==> src/rtl/secuenciador_pkg.sv <==
// Shared types and constants for the secuenciador_pc fetch front end:
// FSM state encoding, pending-redirect kinds, default width and PC step.
package secuenciador_pkg;

    localparam int ANCHO_DEF  = 64;
    localparam int INCREMENTO = 4;

    typedef enum logic [1:0] {
        INICIO   = 2'd0,
        BUSCAR   = 2'd1,
        DETENIDO = 2'd2
    } estado_t;

    typedef enum logic [1:0] {
        NINGUNO = 2'd0,
        SALTO   = 2'd1,
        EXC     = 2'd2
    } pendiente_t;

endpackage

==> src/rtl/secuenciador_pc_if.sv <==
// Bus between the fetch sequencer, instruction memory and the IF/ID stage.
// master: the sequencer itself. slave: the surrounding pipeline/memory.
interface secuenciador_pc_if
    import secuenciador_pkg::*;
#(
    parameter int ANCHO = ANCHO_DEF
) ();

    logic             salto_tomado;
    logic [ANCHO-1:0] direccion_salto;
    logic             excepcion;
    logic             detener;
    logic             im_ack;
    logic             im_req;
    logic [ANCHO-1:0] direccion_im;
    logic             buscado_valido;
    logic [ANCHO-1:0] pc_buscado;
    logic [ANCHO-1:0] pc_epc;

    modport master (
        input  salto_tomado, direccion_salto, excepcion, detener, im_ack,
        output im_req, direccion_im, buscado_valido, pc_buscado, pc_epc
    );

    modport slave (
        output salto_tomado, direccion_salto, excepcion, detener, im_ack,
        input  im_req, direccion_im, buscado_valido, pc_buscado, pc_epc
    );

endinterface

==> src/rtl/secuenciador_pc_registro_pc.sv <==
// registro_pc: program-counter register with asynchronous active-high reset
// to a configurable vector and a synchronous load enable.
module registro_pc
    import secuenciador_pkg::*;
#(
    parameter int               ANCHO       = ANCHO_DEF,
    parameter logic [ANCHO-1:0] VALOR_RESET = {ANCHO{1'b0}}
) (
    input  logic             clk,
    input  logic             rst,
    input  logic             carga,
    input  logic [ANCHO-1:0] d,
    output logic [ANCHO-1:0] q
);

    // Hold the PC; load a new value only when the sequencer asks for it.
    always_ff @(posedge clk or posedge rst) begin
        if (rst) begin
            q <= VALOR_RESET;
        end else if (carga) begin
            q <= d;
        end
    end

endmodule

==> src/rtl/secuenciador_pc.sv <==
// secuenciador_pc: fetch-address controller owning the PC of the 64-bit core.
// Chooses the next fetch address (PC+4, branch target, exception vector or
// hold), runs the im_req/im_ack handshake and reports completed fetches.
// Optional feature macro: SECUENCIADOR_EXCEPCION_EN enables the exception
// path (VECTOR_EXC, pc_epc, exception kind in the pending register). Without
// it the excepcion input is ignored and pc_epc reads as zero.
module secuenciador_pc
    import secuenciador_pkg::*;
#(
    parameter int               ANCHO        = ANCHO_DEF,
    parameter logic [ANCHO-1:0] VECTOR_RESET = {ANCHO{1'b0}},
    parameter logic [ANCHO-1:0] VECTOR_EXC   = ANCHO'(64'h180)
) (
    input  logic               clk,
    input  logic               rst,
    secuenciador_pc_if.master  bus
);

    estado_t          estado_r;
    estado_t          estado_sig_s;
    pendiente_t       pend_tipo_r;
    logic [ANCHO-1:0] pend_dir_r;
    logic [ANCHO-1:0] pc_s;
    logic [ANCHO-1:0] pc_sig_s;
    logic [ANCHO-1:0] destino_s;
    logic             carga_pc_s;
    logic             tomar_epc_s;
    logic             exc_s;
    logic             buscado_valido_r;
    logic [ANCHO-1:0] pc_buscado_r;

`ifdef SECUENCIADOR_EXCEPCION_EN
    logic [ANCHO-1:0] pc_epc_r;
    assign exc_s = bus.excepcion;
`else
    logic unused_excepcion;
    assign exc_s            = 1'b0;
    assign unused_excepcion = ^{bus.excepcion, tomar_epc_s};
`endif

    // Branch targets are word aligned: the two low bits are dropped.
    assign destino_s = bus.direccion_salto & {{(ANCHO-2){1'b1}}, 2'b00};

    registro_pc #(
        .ANCHO       (ANCHO),
        .VALOR_RESET (VECTOR_RESET)
    ) u_registro_pc (
        .clk   (clk),
        .rst   (rst),
        .carga (carga_pc_s),
        .d     (pc_sig_s),
        .q     (pc_s)
    );

    // Next-state and next-PC selection with redirect priority.
    always_comb begin
        estado_sig_s = estado_r;
        pc_sig_s     = pc_s;
        carga_pc_s   = 1'b0;
        tomar_epc_s  = 1'b0;
        case (estado_r)
            INICIO: begin
                estado_sig_s = BUSCAR;
            end
            BUSCAR: begin
                if (bus.im_ack) begin
                    carga_pc_s = 1'b1;
                    if (exc_s || (pend_tipo_r == EXC)) begin
                        pc_sig_s    = VECTOR_EXC;
                        tomar_epc_s = 1'b1;
                    end else if (bus.salto_tomado) begin
                        pc_sig_s = destino_s;
                    end else if (pend_tipo_r == SALTO) begin
                        pc_sig_s = pend_dir_r;
                    end else begin
                        pc_sig_s = pc_s + ANCHO'(INCREMENTO);
                    end
                    estado_sig_s = bus.detener ? DETENIDO : BUSCAR;
                end else begin
                    estado_sig_s = BUSCAR;
                end
            end
            DETENIDO: begin
                if (exc_s) begin
                    carga_pc_s  = 1'b1;
                    pc_sig_s    = VECTOR_EXC;
                    tomar_epc_s = 1'b1;
                end else if (bus.salto_tomado) begin
                    carga_pc_s = 1'b1;
                    pc_sig_s   = destino_s;
                end else begin
                    carga_pc_s = 1'b0;
                end
                estado_sig_s = bus.detener ? DETENIDO : BUSCAR;
            end
            default: begin
                estado_sig_s = INICIO;
            end
        endcase
    end

    // FSM state register; reset drops the outstanding request at once.
    always_ff @(posedge clk or posedge rst) begin
        if (rst) begin
            estado_r <= INICIO;
        end else begin
            estado_r <= estado_sig_s;
        end
    end

    // Latch redirects seen while a request waits for its ack; an exception
    // is sticky, a later branch replaces an earlier one.
    always_ff @(posedge clk or posedge rst) begin
        if (rst) begin
            pend_tipo_r <= NINGUNO;
            pend_dir_r  <= {ANCHO{1'b0}};
        end else if ((estado_r == BUSCAR) && !bus.im_ack) begin
            if (exc_s) begin
                pend_tipo_r <= EXC;
            end else if (bus.salto_tomado && (pend_tipo_r != EXC)) begin
                pend_tipo_r <= SALTO;
                pend_dir_r  <= destino_s;
            end
        end else begin
            pend_tipo_r <= NINGUNO;
        end
    end

    // Report each completed fetch to IF/ID one cycle after its ack.
    always_ff @(posedge clk or posedge rst) begin
        if (rst) begin
            buscado_valido_r <= 1'b0;
            pc_buscado_r     <= {ANCHO{1'b0}};
        end else if ((estado_r == BUSCAR) && bus.im_ack) begin
            buscado_valido_r <= 1'b1;
            pc_buscado_r     <= pc_s;
        end else begin
            buscado_valido_r <= 1'b0;
        end
    end

`ifdef SECUENCIADOR_EXCEPCION_EN
    // Save the PC that was current when an exception took effect.
    always_ff @(posedge clk or posedge rst) begin
        if (rst) begin
            pc_epc_r <= {ANCHO{1'b0}};
        end else if (tomar_epc_s) begin
            pc_epc_r <= pc_s;
        end
    end

    assign bus.pc_epc = pc_epc_r;
`else
    assign bus.pc_epc = {ANCHO{1'b0}};
`endif

    assign bus.im_req         = (estado_r == BUSCAR);
    assign bus.direccion_im   = pc_s;
    assign bus.buscado_valido = buscado_valido_r;
    assign bus.pc_buscado     = pc_buscado_r;

endmodule

==> src/flat_wrapper.sv <==
// flat-port wrapper written by rule: the top's interface ports become plain ports
module secuenciador_pc_flat import secuenciador_pkg::*;
#(
    parameter int               ANCHO        = ANCHO_DEF,
    parameter logic [ANCHO-1:0] VECTOR_RESET = {ANCHO{1'b0}},
    parameter logic [ANCHO-1:0] VECTOR_EXC   = ANCHO'(64'h180)
)
  (clk, rst, bus_salto_tomado, bus_direccion_salto, bus_excepcion, bus_detener, bus_im_ack, bus_im_req, bus_direccion_im, bus_buscado_valido, bus_pc_buscado, bus_pc_epc);
  secuenciador_pc_if #(.ANCHO(ANCHO)) bus_i ();
  input  logic clk;
  input  logic rst;
  input wire logic [$bits(bus_i.salto_tomado)-1:0] bus_salto_tomado;
  input wire logic [$bits(bus_i.direccion_salto)-1:0] bus_direccion_salto;
  input wire logic [$bits(bus_i.excepcion)-1:0] bus_excepcion;
  input wire logic [$bits(bus_i.detener)-1:0] bus_detener;
  input wire logic [$bits(bus_i.im_ack)-1:0] bus_im_ack;
  output wire logic [$bits(bus_i.im_req)-1:0] bus_im_req;
  output wire logic [$bits(bus_i.direccion_im)-1:0] bus_direccion_im;
  output wire logic [$bits(bus_i.buscado_valido)-1:0] bus_buscado_valido;
  output wire logic [$bits(bus_i.pc_buscado)-1:0] bus_pc_buscado;
  output wire logic [$bits(bus_i.pc_epc)-1:0] bus_pc_epc;
  assign bus_i.salto_tomado = bus_salto_tomado;
  assign bus_i.direccion_salto = bus_direccion_salto;
  assign bus_i.excepcion = bus_excepcion;
  assign bus_i.detener = bus_detener;
  assign bus_i.im_ack = bus_im_ack;
  assign bus_im_req = bus_i.im_req;
  assign bus_direccion_im = bus_i.direccion_im;
  assign bus_buscado_valido = bus_i.buscado_valido;
  assign bus_pc_buscado = bus_i.pc_buscado;
  assign bus_pc_epc = bus_i.pc_epc;
  secuenciador_pc #(.ANCHO(ANCHO), .VECTOR_RESET(VECTOR_RESET), .VECTOR_EXC(VECTOR_EXC)) u_core (.clk(clk), .rst(rst), .bus(bus_i));
endmodule
==> config.mk <==
export PLATFORM = sky130hd
export DESIGN_NAME = secuenciador_pc_flat
export DESIGN_NICKNAME = d
export VERILOG_FILES = /design/src/rtl/secuenciador_pkg.sv /design/src/rtl/secuenciador_pc_if.sv /design/src/rtl/secuenciador_pc_registro_pc.sv /design/src/rtl/secuenciador_pc.sv /design/src/flat_wrapper.sv
export SDC_FILE = /design/constraint.sdc
export NUM_CORES = 1
export LEC_CHECK = 0
export CAP_MARGIN = 25
export CELL_PAD_IN_SITES_DETAIL_PLACEMENT = 1
export CELL_PAD_IN_SITES_GLOBAL_PLACEMENT = 1
export CORE_UTILIZATION = 39
export CTS_BUF_LIST = sky130_fd_sc_hd__clkbuf_8
export CTS_CLUSTER_SIZE = 24
export DETAILED_ROUTE_END_ITERATION = 10
export GPL_ROUTABILITY_DRIVEN = 0
export PLACE_DENSITY_LB_ADDON = 0.1
export SLEW_MARGIN = 20
export SYNTH_ARGS = -nofsm -noshare
export SYNTH_HDL_FRONTEND = slang
export SYNTH_SLANG_ARGS = --single-unit
==> constraint.sdc <==
create_clock -name clk -period 9.48 [get_ports clk]
set_input_delay 2.844 -clock clk [delete_from_list [all_inputs] [get_ports clk]]
set_output_delay 2.844 -clock clk [all_outputs]
set_load 0.02 [all_outputs]
# After elaboration in Yosys (flattened, before gate mapping)
# Index checks and enable logic that the tools add are counted.
# W data, S select, Z words.
word_totals:
  inputBits: 70
  ff_bits: 195
  rom_bits: 0
  output_inout_bits: 194
  word_cells: 38
  ram_bits: 0
  latchBits: 0
  mem_count: 0
op_classes:
  bitwise_logic: 0
  n_addsub: 1
  reduce_logical: 8
  n_eq_ne: 8
  muxes: 15
  n_mul: 0
  n_shift: 0
  order_cmp: 0
  n_div: 0
ops:
  columns: ["cell", "n"]
  rows:
  - ["$mux W64", 5]
  - ["$pmux W64 S2", 1]
  - ["$add A64 B3 Y64 const B", 1]
  - ["$mux W2", 4]
  - ["$ne A2 B2 Y1 const B", 4]
  - ["$pmux W2 S3", 1]
  - ["$eq A2 B1 Y1 const B", 2]
  - ["$eq A2 B2 Y1 const B", 2]
  - ["$reduce_and A4 Y1", 1]
  - ["$logic_and A1 B1 Y1", 3]
  - ["$mux W1", 3]
  - ["$logic_not A2 Y1", 1]
  - ["$pmux W1 S2", 1]
  - ["$reduce_and A2 Y1", 1]
  - ["$reduce_bool A2 Y1", 1]
  - ["$logic_not A1 Y1", 1]

# Longest topological paths before layout
# Gate-level depths: netlist (run 1).
logic_depth:
  depth_word: 6
  ltp_mapped: 10
  ltp_nobuf: 7

# Cells and area by module
# Synthesis (run 1) repeated with hierarchy kept, for this count alone.
hier_totals:
  hier_cells: 980
  hier_area_um2: 11026.8
modules_own_cells:
  columns: ["module", "seq_area_each_um2", "area_each_um2", "cells_per_inst", "n_inst"]
  rows:
  - ["secuenciador_pc", 3253.1, 8344.3, 844, 1]
  - ["registro_pc", 1601.5, 2682.6, 136, 1]

# Worst setup path before layout (run 1)
# OpenSTA, ideal clock, no wires.
synth_timing:
  kind: "in2reg"
  from: "input bus_salto_tomado"
  to: "register u_core.u_registro_pc.q[10]"
  cell_stages: 7
  t_arrival_ns: 4.149
  path_buffers: 4
  path_slack_ns: 5.240
  setup_time_ns: 0.091
  path_cell_list: "or2_2 > clkbuf_1 > clkbuf_1 > clkbuf_1 > clkbuf_1 > nand2_1 > o221ai_1"
synth_via:
  elab_chain_cells: 4
  elab_cells_between_ends: 8
synth_rtl:
  columns: ["element", "line", "source"]
  rows:
  - ["from (decl)", "flat_wrapper.sv:12", "input wire logic [$bits(bus_i.salto_tomado)-1:0] bus_salto_tomado;"]
  - ["$mux W64", "secuenciador_pc.sv:71", "end else if (bus.salto_tomado) begin"]
  - ["$mux W64", "secuenciador_pc.sv:68", "if (exc_s || (pend_tipo_r == EXC)) begin"]
  - ["$mux W64", "secuenciador_pc.sv:66", "if (bus.im_ack) begin"]
  - ["$pmux W64 S2", "secuenciador_pc.sv:61", "case (estado_r)"]
  - ["to (signal assigned)", "secuenciador_pc_registro_pc.sv:19", "q <= VALOR_RESET;"]
  - ["to (signal assigned)", "secuenciador_pc_registro_pc.sv:21", "q <= d;"]
  - ["to (decl)", "secuenciador_pc_registro_pc.sv:13", "output logic [ANCHO-1:0] q"]
# Parallel ways exist; a longest one is shown, timed or not. The select of a mux whose other input is x is not followed.
# A chain may end at the register's enable or synchronous reset.

# Final worst setup path (run 1)
layout_timing:
  from: "input bus_salto_tomado"
  to: "register u_core.u_registro_pc.q[63]"
# The elaborated chain is that of the path after synthesis.

==> metrics.txt, run 1 <==
status=complete, no violations; Clock Path Buffers=2; FF-to-FF path depth=8; Final Core Density=48.3%; drt pass-1 iters=5; WS Path Type=in -> reg; final-report hold violation count=0; Maximum Capacitance Violations=0; RSZ-0062 raised after global routing=false; worst-path cell chain=clkdlybuf4s50_1 -> nand2b_1 -> nand4b_1 -> buf_4 -> nor2_1 -> o22ai_1 -> mux2i_1; Mapped Area=10600 um^2; CP max stage cell=nand4b_1; core area=26800 um^2; first-pass GRT wire length=54.2 mm; Highest Clock Rate=183 MHz; Final Skew=0.0228 ns; GRT Residual Overflow=0; hold depth=2; Peak VDD IR=0.149 mV; WHS Endpoint=u_core.bus.pc_buscado[40]; vias after detailed routing=9009; Starting Density=39.6%; largest net degree at the start of global routing=135; CP peak stage delay=0.66 ns; Row Count=60; number of global-route vias before repair=9241; Reg power frac=38.1%; Sw Share=43.7%; Final Setup Violations=0; crit path max fanout=65; worst skew pair latency=0.48 ns; htree depth=4; Gate power share=48.7%; Final Non-Filler Cells=1572; clock root cell=clkbuf_8; DIE AREA=27900 um^2; CP endpoint kind=flip-flop; sequential cell area fraction in the yosys report=44.8%; Iter 0 DRT Violations=532; Clk pwr share=13.2%; Async SR Flop Fraction=100%; setup TNS=0 ns; cell total after placement=1540; cts hold-fix bufs=0; Power Density=331 nW/um^2; initial antenna violation count=1; Cells after Synth=1072; FF-to-FF setup slack=6.19 ns; placed cell area=12500 um^2; Unique masters post-synth=65; total track usage=25.0%; mean routed wirelength per cell=21.6 um; area grow syn2layout=21.8%; CTS resizes=0; Die W=167 um; Main synth FF type=dfrtp_1; Worst-Margin Slew=1.03 ns; FF-to-FF Start=u_core.estado_r[1]; CP arrival=5.86 ns; post-route design area=12900 um^2; CTS Sinks=190; min-delay worst type=reg -> reg; antenna cells=0; Post-route DRC=0; fill cell count=3022; TritonCTS clock tree=built; period utilization=57.5%; Post-CTS Setup Inserts=0; fin. max-slew vios=0; RR Endpoint=u_core.u_registro_pc.q[63]; total CTS buffers=17; Max-slew headroom=30.9%; Yosys warnings=0; Int Power=2.42 mW; post-layout min period=5.45 ns; fin nets=1294; Die Y=167 um; Avg Cell Area, Syn=9.91 um^2; Routed WL=34.0 mm; CP startpoint kind=primary input; Port Buffers=192; DP Wirelength=22.5 mm; num ports=264; #FFs+latches synth=190; Psw=1.87 mW; hold_sp=u_core.bus.pc_buscado[40]; share of layout cells above drive strength 1=14.5%; Reg clk slew, reported paths=0.11 ns; dpl ws=3.62 ns; leak pwr=5.29 nW; Final ANT Viol Nets=0; worst setup margin=4.03 ns; DR vias/cell=5.73; Required @ worst endpoint=9.89 ns; Post-synth EDFFs=0
==> power groups by stage <==
stage                     registers (mW)  clock network, mW  logic [mW]
after detailed placement            1.65                  0        2.10
after floorplan                     1.77                  0        1.07
after global routing                1.70              0.609        2.26
after global placement              1.63                  0        2.05
after CTS                           1.63              0.580        2.11
final                               1.63              0.564        2.09
==> layout by cell type (no fill, tap or decap), drive strengths merged, types with 5 or more instances in the layout <==
cell and count:
xor2 7, nor2b 5, nor3 24, a31oi 9, o211ai 8, nand2b 7
a21oi 52, a211oi 6, nand3b 5, a211o 7, or3 10, o221ai 15
mux2i 17, and3 28, ha 5, and4 16, mux2 118, inv 21
nand4 31, xnor2 7, clkbuf 17, buf 9, nor2 48, o21ai 54
o22a 6, nand2 103, nor4 22, dfrtp 190, o2bb2ai 7, a221oi 8
clkdlybuf4s50 192, nand3 46, conb 68, and2 5, o22ai 9
==> metal layers <==
| layer | global-route usage (%) | share of wire, % | vias up |
|---|---|---|---|
| li1 | - | - | 4095 |
| met2 | 39.9 | 47 | 255 |
| met3 | 4.90 | 4.7 | 37 |
| met1 | 34.4 | 46 | 4620 |
| met5 | 0 | 0.032 | - |
| met4 | 6.76 | 1.6 | 2 |
==> worst max path at each step <==
stage / startpoint / to / slack (ns) / cells past startpoint
2_1_floorplan: rst / u_core.bus.buscado_valido / 1.47 / 1
3_3_place_gp: bus_im_ack / u_core.u_registro_pc.q[54] / 3.69 / 7
3_5_place_dp: bus_im_ack / u_core.u_registro_pc.q[52] / 3.62 / 7
4_1_cts: bus_salto_tomado / u_core.u_registro_pc.q[63] / 4.11 / 7
5_1_grt: bus_im_ack / u_core.u_registro_pc.q[54] / 3.82 / 7
6_report: bus_salto_tomado / u_core.u_registro_pc.q[63] / 4.03 / 7
==> sequential cells by signal, summed over array words and instances, names as in the netlist <==
signal	cells
u_core.bus.buscado_valido	1
u_core.bus.pc_buscado	62
u_core.estado_r	2
u_core.pend_dir_r	62
u_core.pend_tipo_r	1
u_core.u_registro_pc.q	62
==> logic make-up after synthesis <==
group,after synthesis,synth area share (%)
other cells,1,0.0353
fa+ha+maj,5,0.589
compound gates,210,13.0
mux,135,14.1
buf+inv,154,7.93
flops,190,44.8
xor+xnor,14,1.15
simple gates,363,18.4
==> synth_stat cells, types with 7 or more instances <==
cell       count  area, um^2
o2bb2ai_1      7        61.3
nand4_1       30         188
nor3_1        24         120
a211o_1        7        61.3
xor2_1         7        61.3
mux2_2       118        1330
a221oi_1       8        70.1
or3_1         10        62.6
buf_4         69         518
o211ai_1       8        60.1
a21oi_1       52         260
dfrtp_1      190        4750
o21ai_0       54         270
o22ai_1        9        56.3
o221ai_1      15         131
buf_1          8        30.0
mux2i_1       17         170
xnor2_1        7        61.3
inv_1         14        52.6
a31oi_1        9        56.3
nor2_1        48         180
clkbuf_1      59         221
and4_1        15         131
nand2b_1       7        43.8
and3_1        28         175
nand2_1      103         387
nor4_1        19         119
nand3_1       44         220
==> stage by stage <==
| stage | total power [mW] | hold WS [ns] |
|---|---|---|
| 2_1_floorplan | 2.84 | 0.470 |
| 4_1_cts | 4.32 | 0.508 |
| 3_3_place_gp | 3.68 | 0.466 |
| 5_1_grt | 4.58 | 0.524 |
| 3_5_place_dp | 3.75 | 0.481 |
| 6_report | 4.29 | 0.504 |
==> critical path: cells and delay by family <==
family	cells	cell delay, ns
AO/OA/AOI/OAI	1	0.15
multiplexers	1	0.18
AND/OR/NAND/NOR	3	1.38
buffers and inverters	2	1.25
==> area by class of cell <==
| type | instances | area [um^2] | share of cell area (%) |
|---|---|---|---|
| multi-input cells | 795 | 5300 | 41.0 |
| flip-flops and latches | 190 | 4760 | 36.7 |
| repair buffers | 201 | 2010 | 15.5 |
| well taps | 341 | 427 | 3.30 |
| clock buffers | 17 | 234 | 1.81 |
| clock inverters | 14 | 156 | 1.21 |
| inverters | 14 | 60.1 | 0.464 |
No activity file was read; power rests on OpenSTA's default activity.
==> inputs of run 2 (changes only) <==
- clock period: 9.48 -> 5.4 ns (I/O delays scaled with it)
==> metrics.txt, run 2 (synthesis gave the netlist of run 1 again) <==
status=complete, no violations (unchanged); commonest non-fill, non-tap cells in the layout=clkdlybuf4s50_1, dfrtp_1, mux2_2 (unchanged); Register Area=4760 um^2 (unchanged); Port Buffers=192 (unchanged); DP Wirelength=22.8 mm (was 22.5 mm); Final Skew=0.0226 ns (was 0.0228 ns); Peak VDD IR=0.242 mV (was 0.149 mV); Worst-Margin Slew=1.00 ns (was 1.03 ns); Clock Path Buffers=2 (unchanged); WS Path Type=in -> reg (unchanged); total CTS buffers=17 (unchanged); Die Y=167 um (unchanged); total track usage=24.8% (was 25.0%); Post-CTS Setup Inserts=0 (unchanged); worst skew pair latency=0.48 ns (about the same); post-route design area=13000 um^2 (was 12900 um^2); CP startpoint kind=primary input (unchanged); final-report hold violation count=0 (unchanged); most common cell after layout, fill and taps aside=clkdlybuf4s50_1 (unchanged); Final ANT Viol Nets=0 (unchanged); post-layout min period=3.80 ns; CTS Sinks=190 (unchanged); Reg clk slew, reported paths=0.11 ns (about the same); CP max stage cell=nand4b_1 (unchanged); number of global-route vias before repair=9234 (was 9241); Final Core Density=48.5% (was 48.3%); core area=26800 um^2 (unchanged); share of layout cells above drive strength 1=15.2% (was 14.5%); Routed WL=34.0 mm (about the same); min-delay worst type=reg -> reg (unchanged); Required @ worst endpoint=5.81 ns (was 9.89 ns); worst-path cell chain=clkdlybuf4s50_1 -> nand2b_1 -> nand4b_1 -> nor2_1 -> o22ai_1 -> mux2i_1 (was clkdlybuf4s50_1 -> nand2b_1 -> nand4b_1 -> buf_4 -> nor2_1 -> o22ai_1 -> mux2i_1); clock root cell=clkbuf_8 (unchanged); CP peak stage delay=0.79 ns (was 0.66 ns); num ports=264 (unchanged); GRT Residual Overflow=0 (unchanged); DR vias/cell=5.76 (was 5.73); crit path max fanout=14 (was 65); CP endpoint kind=flip-flop (unchanged); vias after detailed routing=9115 (was 9009); initial antenna violation count=0 (was 1); setup TNS=0 ns (unchanged); Fin Hold WS=0.499 ns (was 0.504 ns); WP buf/inv=1 (was 2); fin nets=1303 (was 1294); Max-slew headroom=33.3% (was 30.9%); htree depth=4 (unchanged); Iter 0 DRT Violations=417 (was 532); Post-route DRC=0 (unchanged); leak pwr=5.33 nW (was 5.29 nW); CP arrival=4.20 ns (was 5.86 ns); Highest Clock Rate=263 MHz; area grow syn2layout=22.3% (was 21.8%); Row Count=60 (unchanged); TritonCTS clock tree=built (unchanged); Starting Density=39.6% (unchanged); cts hold-fix bufs=0 (unchanged); fin. max-slew vios=0 (unchanged); Final Setup Violations=0 (unchanged); first-pass GRT wire length=54.0 mm (was 54.2 mm); total power=7.52 mW (was 4.29 mW); Power Density=579 nW/um^2 (was 331 nW/um^2); DIE AREA=27900 um^2 (unchanged); fill cell count=3002 (was 3022); RSZ-0062 raised after global routing=false (unchanged); CTS resizes=0 (unchanged); antenna cells=0 (unchanged); largest net degree at the start of global routing=97 (was 135); Maximum Capacitance Violations=0 (unchanged); Die W=167 um (unchanged); placed cell area=12600 um^2 (was 12500 um^2); Multi-input gate area=5290 um^2 (was 5300 um^2); kind of cell adding the most delay to the critical path=simple AND/OR/NAND/NOR gates (unchanged); mean routed wirelength per cell=21.5 um (was 21.6 um); drt pass-1 iters=5 (unchanged); period utilization=70.3%
==> run 2: cell count changes in the layout (fill, tap and decap cells not counted), moves of 2 or more <==
cell | before | now
clkinv_2 | 1 | 3
clkinv_4 | 0 | 3
buf_4 | 8 | 13
bufinv_16 | 2 | 0
buf_12 | 0 | 3
==> run 2: path summary, 6_finish.rpt <==
path / from / to / slack, ns / depth (start not counted)
setup / recovery: bus_im_ack / u_core.u_registro_pc.q[53] / 1.60 / 6
hold / removal: u_core.bus.pc_buscado[51] / u_core.bus.pc_buscado[51] / 0.50 / 2
setup reg to reg: u_core.u_registro_pc.q[9] / u_core.u_registro_pc.q[53] / 2.48 / 5
hold reg to reg: u_core.bus.pc_buscado[51] / u_core.bus.pc_buscado[51] / 0.50 / 2
max in group asynchronous: rst / u_core.pend_dir_r[39] / 3.13 / 3
min in group asynchronous: rst / u_core.bus.pc_buscado[17] / 1.45 / 2
==> run 2: power by group <==
part           total [mW]  leakage [nW]  internal, mW  switching (mW)
clock               0.936         0.185         0.336           0.600
sequential           2.87          2.30          2.10           0.778
combinational        3.71          2.85          1.77            1.94
==> run 2: worst register-to-register path, stage by stage, from the launching register on <==
cell and delay [ns]:
dfrtp_1 0.52, and4_1 0.37, nand4_1 0.50, or3_1 0.68, nor4_1 0.55, mux2i_1 0.23
==> run 2: metal layers <==
layer	part of all wire, %	track usage [%]
met5	0	0
met1	45	33.7
met3	5.2	4.68
met2	48	40.6
met4	1.4	5.84
==> run 2: layout make-up <==
class | count | area share, %
sequential | 190 | 36.6
multi-input combinational | 795 | 40.8
clock buffer | 17 | 1.80
tap | 341 | 3.28
timing repair buffer | 210 | 16.1
clock inverter | 15 | 1.02
inverter | 14 | 0.433
==> run 2: stage by stage <==
stage                     std cells  setup slack (ns)
after floorplan                1139              1.33
after global placement         1548              1.17
after detailed placement       1549              1.09
after CTS                      1581              1.62
after global routing           1582              1.37
final                          1582              1.60
